[config.mk]
export PLATFORM = sky130hd
export DESIGN_NAME = flag_branch_unit
export DESIGN_NICKNAME = d
export VERILOG_FILES = /design/src/rtl/cpu_pkg.sv /design/src/rtl/branch_cond.sv /design/src/rtl/flag_branch_unit.sv
export SDC_FILE = /design/constraint.sdc
export NUM_CORES = 1
export LEC_CHECK = 0
export BUFFER_PORTS_ARGS = -buffer_cell sky130_fd_sc_hd__buf_2
export CELL_PAD_IN_SITES_DETAIL_PLACEMENT = 1
export CELL_PAD_IN_SITES_GLOBAL_PLACEMENT = 1
export CORE_MARGIN = 2
export CORE_UTILIZATION = 31
export DETAILED_ROUTE_END_ITERATION = 16
export GPL_TIMING_DRIVEN = 1
export PLACE_DENSITY_LB_ADDON = 0.1
export SETUP_SLACK_MARGIN = 0.2
export SLEW_MARGIN = 10
export SYNTH_ARGS = -nofsm -noshare
export SYNTH_HDL_FRONTEND = slang
export SYNTH_SLANG_ARGS = --single-unit
[constraint.sdc]
create_clock -name clk -period 1.5 [get_ports clk]
set_input_delay 0.075 -clock clk [delete_from_list [all_inputs] [get_ports clk]]
set_output_delay 0.075 -clock clk [all_outputs]
set_load 0.01 [all_outputs]
[src/rtl/cpu_pkg.sv]
// Shared encodings for the flag/branch unit: jump opcodes, flag bit indices, FSM states.
// Latency: n/a (types, constants and pure functions only).
// Backpressure: n/a; consumers apply their own stall handling.
package cpu_pkg;

   // Jump opcode encodings carried on jmp_op; 5-7 are reserved and behave as none.
   localparam logic [2:0] JOP_NONE = 3'd0;
   localparam logic [2:0] JOP_JZ   = 3'd1;
   localparam logic [2:0] JOP_JN   = 3'd2;
   localparam logic [2:0] JOP_JC   = 3'd3;
   localparam logic [2:0] JOP_JMP  = 3'd4;

   // Bit positions inside the 3-bit condition code register.
   localparam int FLAG_Z = 0;
   localparam int FLAG_N = 1;
   localparam int FLAG_C = 2;

   // Branch FSM: IDLE accepts jumps, FL1/FL2 squash the two younger stages.
   typedef enum logic [1:0] {
      ST_IDLE = 2'd0,
      ST_FL1  = 2'd1,
      ST_FL2  = 2'd2
   } br_state_e;

   // One-hot mask of the flag a conditional jump tests; JMP and none test nothing.
   function automatic logic [2:0] tested_flag_mask(input logic [2:0] op);
      logic [2:0] mask;
      mask = 3'b000;
      case (op)
         JOP_JZ:  mask[FLAG_Z] = 1'b1;
         JOP_JN:  mask[FLAG_N] = 1'b1;
         JOP_JC:  mask[FLAG_C] = 1'b1;
         default: mask = 3'b000;
      endcase
      return mask;
   endfunction

endpackage

[src/rtl/branch_cond.sv]
// Branch condition decode: maps a jump opcode and the effective flags to taken.
// Latency: purely combinational, zero cycles.
// Backpressure: none; the parent gates the result with its stall and FSM state.
module branch_cond
   import cpu_pkg::*;
(
   input  logic [2:0] jmp_op,
   input  logic [2:0] eff,
   output logic       taken,
   output logic [2:0] clr_mask
);

   // Resolve each opcode against its flag; reserved opcodes fall through as not taken.
   always_comb begin
      taken = 1'b0;
      case (jmp_op)
         JOP_JZ:  taken = eff[FLAG_Z];
         JOP_JN:  taken = eff[FLAG_N];
         JOP_JC:  taken = eff[FLAG_C];
         JOP_JMP: taken = 1'b1;
         default: taken = 1'b0;
      endcase
   end

   // The flag a taken conditional jump consumes; only meaningful when taken is high.
   assign clr_mask = taken ? tested_flag_mask(jmp_op) : 3'b000;

endmodule

[src/rtl/flag_branch_unit.sv]
// Flag register plus branch resolution with a two-cycle fetch/decode flush (FLAG_SAVE_EN adds interrupt flag save/restore).
// Latency: branch_taken/branch_target registered, 1 cycle after the jump; flag bypass from ALU is combinational.
// Backpressure: stall freezes every register (flags, FSM, save register, outputs); only rst overrides it.
module flag_branch_unit
   import cpu_pkg::*;
(
   input  logic        clk,
   input  logic        rst,
   input  logic        stall,
   input  logic        alu_flag_wr,
   input  logic [2:0]  alu_ccr,
   input  logic        setc,
   input  logic        clrc,
   input  logic [2:0]  jmp_op,
   input  logic [15:0] jmp_target,
   input  logic        int_save,
   input  logic        rti_restore,
   output logic [2:0]  ccr,
   output logic        branch_taken,
   output logic [15:0] branch_target,
   output logic        flush
);

   br_state_e   state_q, state_d;
   logic [2:0]  ccr_q, ccr_d;
   logic        branch_taken_q, branch_taken_d;
   logic [15:0] branch_target_q, branch_target_d;

   logic [2:0]  eff;
   logic [2:0]  eff_ovr;
   logic        cond_taken;
   logic [2:0]  cond_clr_mask;
   logic        take;
   logic        restore_en;
   logic [2:0]  restore_val;

   // Flags the current instruction sees: a same-cycle ALU write bypasses the register.
   assign eff = alu_flag_wr ? alu_ccr : ccr_q;

   branch_cond u_branch_cond (
      .jmp_op   (jmp_op),
      .eff      (eff),
      .taken    (cond_taken),
      .clr_mask (cond_clr_mask)
   );

   // Jumps are only honoured in IDLE; inside the flush window they are squashed instructions.
   assign take = cond_taken && (state_q == ST_IDLE);

   // Effective flags with the explicit carry controls applied; clrc beats setc.
   always_comb begin
      eff_ovr = eff;
      if (setc) eff_ovr[FLAG_C] = 1'b1;
      if (clrc) eff_ovr[FLAG_C] = 1'b0;
   end

`ifdef FLAG_SAVE_EN
   logic [2:0] save_q, save_d;

   // Snapshot the post-override flags on interrupt entry.
   always_comb begin
      save_d = save_q;
      if (!stall && int_save) save_d = eff_ovr;
   end

   // Save register; cleared by reset so a stray restore yields all-zero flags.
   always_ff @(posedge clk or posedge rst) begin
      if (rst) save_q <= 3'b000;
      else     save_q <= save_d;
   end

   assign restore_en  = rti_restore;
   assign restore_val = save_q;
`else
   logic unused_save_ports;

   // Without the feature the strobes are accepted but have no effect.
   assign unused_save_ports = int_save ^ rti_restore;
   assign restore_en        = 1'b0;
   assign restore_val       = 3'b000;
`endif

   // Next flag value, lowest to highest priority: ALU write, carry controls, jump clear, restore.
   always_comb begin
      ccr_d = eff_ovr;
      if (take)       ccr_d = ccr_d & ~cond_clr_mask;
      if (restore_en) ccr_d = restore_val;
      if (stall)      ccr_d = ccr_q;
   end

   // Flush sequencer and registered branch outputs.
   always_comb begin
      state_d         = state_q;
      branch_taken_d  = 1'b0;
      branch_target_d = branch_target_q;
      case (state_q)
         ST_IDLE: begin
            if (take) begin
               state_d         = ST_FL1;
               branch_taken_d  = 1'b1;
               branch_target_d = jmp_target;
            end
         end
         ST_FL1:  state_d = ST_FL2;
         ST_FL2:  state_d = ST_IDLE;
         default: state_d = ST_IDLE;
      endcase
      if (stall) begin
         state_d         = state_q;
         branch_taken_d  = branch_taken_q;
         branch_target_d = branch_target_q;
      end
   end

   // Architectural state; reset is asynchronous so a flush aborts without waiting for clk.
   always_ff @(posedge clk or posedge rst) begin
      if (rst) begin
         state_q         <= ST_IDLE;
         ccr_q           <= 3'b000;
         branch_taken_q  <= 1'b0;
         branch_target_q <= 16'h0000;
      end else begin
         state_q         <= state_d;
         ccr_q           <= ccr_d;
         branch_taken_q  <= branch_taken_d;
         branch_target_q <= branch_target_d;
      end
   end

   assign ccr           = ccr_q;
   assign branch_taken  = branch_taken_q;
   assign branch_target = branch_target_q;
   assign flush         = (state_q == ST_FL1) || (state_q == ST_FL2);

endmodule

==> run_results.csv <==
group,metric,value,unit
status,result_of_the_run,"finished, violations left",
status,violations,"negative setup slack",
worst_setup_path,timing.critical_path.cells,"mux2i_1 -> o22a_1 -> a2111oi_4 -> buf_4 -> buf_6 -> mux2_2",
final_layout,area_of_the_multi_input_gates,526,sq um
placed_design,port-buffer-count,48,
floorplan,core-area,3280,sq um
sta,rsz0062_at_grt,"true",
floorplan,floorplan.die_area,3840,sq um
synth,synth.cell_area,1040,sq um
clocking,cts-buffers-inserted,3,
sta,setup-violations-final,21,
floorplan,effective_utilization_at_floorplan,31.7,%
final_layout,seqCellArea,551,sq um
sta,worst-slew-pin-transition,0.365,ns
sta,slew-limit-headroom,75.5,%
worst_setup_path,endpoint_kind,"flip-flop",
sta,achievable_freq,557,MHz
sta,finalWorstPathRequiredPeriod,1.80,ns
worst_setup_path,reg2reg_slack,-0.30,ns
pwr,leakage,0.908,nW
synth,yosys_warnings,0,
floorplan,die_h,62.0,um
final_layout,filler_cell_count,382,
worst_setup_path,timing.critical_path.slowest_stage_cell,"dfrtp_1",
worst_setup_path,crit_path_start,"ccr[1]$_DFFE_PP0N_",
grt,grt_pass1_vias,946,
synth,synth-edff-count,0,
synth,syn_avg_cell_area,13.3,sq um
pwr,ir_worst_vdd,0.000827,V
clocking,htree_levels,1,
worst_setup_path,critical_path.max_fanout,5,
sta,whs,0.0321,ns
sta,setup-tns-final,-5.32,ns
drt,drtPass1Iterations,2,
worst_setup_path,required,1.69,ns
grt,grt_max_degree,23,
sta,skew,0.00412,ns
clocking,clkSlewWorstSetupHoldPaths,0.11,ns
drt,drt_drc,0,
synth,yosys_register_bits,22,
worst_setup_path,critical_path.max_stage_delay,0.38,ns
clocking,clock-root-buffer,"clkbuf_4",
worst_setup_path,worst_r2r_path_depth,6,
min_path,min_from,"jmp_target[11]",
grt,groute.usage.overall,15.5,%
sta,final-max-slew-violation-count,0,
final_layout,layout_area_growth_over_synthesis,74.8,%
drt,ant_nets,0,
worst_setup_path,reg2reg_from,"ccr[1]$_DFFE_PP0N_",
grt,first_pass_grt_wire_length,4.28,mm
floorplan,design.portCount,51,
placed_design,gp_routability_congestion,0.773,
drt,first_iter_violations,28,
min_path,timing.hold.worst_path_depth,2,
worst_setup_path,worst-endpoint-arrival,1.98,ns
placed_design,detailedPlacementHpwl,1.93,mm
sta,finalHoldViolCount,0,
final_layout,insertedDiodeCount,0,
worst_setup_path,critical_path_class,"flip-flop to flip-flop",
drt,routed-via-count,963,
synth,async_reset_ff_share,100,%
grt,grt_antenna_before_repair,0,
worst_setup_path,startpoint_type,"flip-flop",
job,drv_cap,0,
clocking,cts_tree,"built",
final_layout,num-nets-final,204,
synth,synth.net_count,110,
synth,seq_area_frac_synth,52.9,%
pwr,cellPowerDensity,1410,nW/um^2
synth,syn-instance-count,78,
final_layout,layout-drive-gt1-share,61.8,%
drt,post_drt_wl_per_cell,13.2,um
drt,post_drt_via_cell_ratio,4.46,
floorplan,row_count,21,
sta,worst_case_setup_margin_in_the_final_layout,-0.296,ns
synth,synth_cell_types,23,
synth,yosys_most_used_dff,"dfrtp_1",
drt,drt-total-wl,2.84,mm
grt,overflow,0,
pwr,p_total,0.00256,W
sta,finalCritPeriodShare,120,%
clocking,worstSkewPairLatency,0.29,ns
clocking,clkSinkCount,22,
clocking,cts_buffer_depth,2,
floorplan,die_width,62.0,um
min_path,min_path_type,"input pin to flip-flop",
## power breakdown
group | internal [W] | switching, W
Clock | 0.0000934 | 0.000158
Combinational | 0.000764 | 0.000558
Sequential | 0.000854 | 0.000135
## through the flow
stage / instances / utilization, % / instance area [sq um] / setup slack (ns)
after floorplan: 78 / - / 1060 / -0.186
after global placement: 184 / 43.6 / 1430 / -0.206
after detailed placement: 184 / 43.6 / 1430 / -0.236
after CTS: 199 / 50.0 / 1640 / -0.235
after global routing: 216 / 55.4 / 1820 / -0.395
final: 216 / 55.4 / 1820 / -0.296
## synthesized netlist by cell type, types with 2 or more instances
cell type / number / area share (%)
o22a_1: 2 / 1.7
dfrtp_1: 22 / 53
ha_1: 2 / 2.4
mux2_2: 15 / 16
a21oi_1: 2 / 0.96
mux2_1: 3 / 3.2
inv_1: 5 / 1.8
nor2_1: 6 / 2.2
a211oi_1: 2 / 1.4
buf_6: 3 / 3.2
mux2i_1: 4 / 3.8
## critical path: cells and delay by family (launching register included)
| family | cells | cell delay (ns) |
|---|---|---|
| flops | 1 | 0.38 |
| mux | 2 | 0.40 |
| compound gates | 2 | 0.61 |
| buf+inv | 2 | 0.30 |
## cells in the final DEF (no fill, tap or decap), types with 2 or more instances in the layout
cell,count
inv_1,4
o22a_1,2
buf_4,20
mux2_4,10
mux2_2,8
buf_2,48
mux2i_1,4
nor2_1,6
dfrtp_1,22
ha_1,2
dlygate4sd3_1,16
buf_6,7
a21oi_2,2
clkbuf_4,3
## kinds of logic (layout without fill, tap and decap cells)
family	count (synthesis)	after routing	synth area share, %
multiplexers	22	22	23.3
flip-flops	22	22	52.9
AO/OA/AOI/OAI	12	12	10.3
AND/OR/NAND/NOR	11	11	5.17
buffers and inverters	8	100	5.05
adder cells (fa/ha/maj)	2	2	2.40
XOR/XNOR	1	1	0.841
## final timing paths
check                                                 to
setup / recovery            branch_target[2]$_DFFE_PP0P_
hold / removal             branch_target[11]$_DFFE_PP0P_
setup reg to reg            branch_target[2]$_DFFE_PP0P_
hold reg to reg                 branch_taken$_DFFE_PP0N_
max in group asynchronous  branch_target[11]$_DFFE_PP0P_
min in group asynchronous  branch_target[12]$_DFFE_PP0P_
## timing repair
item                                   CTS  global route
buffers inserted                         4             8
pin swaps                                2             4
resized for setup                       17             7
endpoints found under the hold margin   29             8
hold buffers                             8             8
setup endpoints to repair               22            22
gates cloned                             0             1
## metal layers
metal / track usage (%) / wire [um]
met1: 19.1 / 1170
met5: 0 / 0
met4: 7.29 / 19
met2: 26.6 / 1560
met3: 2.28 / 91
## sequential cells by signal, indices dropped and copies added (netlist names)
name	flops
branch_taken	1
branch_target	16
ccr	3
state_q	2
## final cells by class
type | count | area share, %
clock buffer | 3 | 1.24
inverter | 5 | 1.03
multi-input combinational | 48 | 28.9
sequential | 22 | 30.3
tap | 46 | 3.16
timing repair buffer | 92 | 35.4
(Power assumes the default switching activity.)
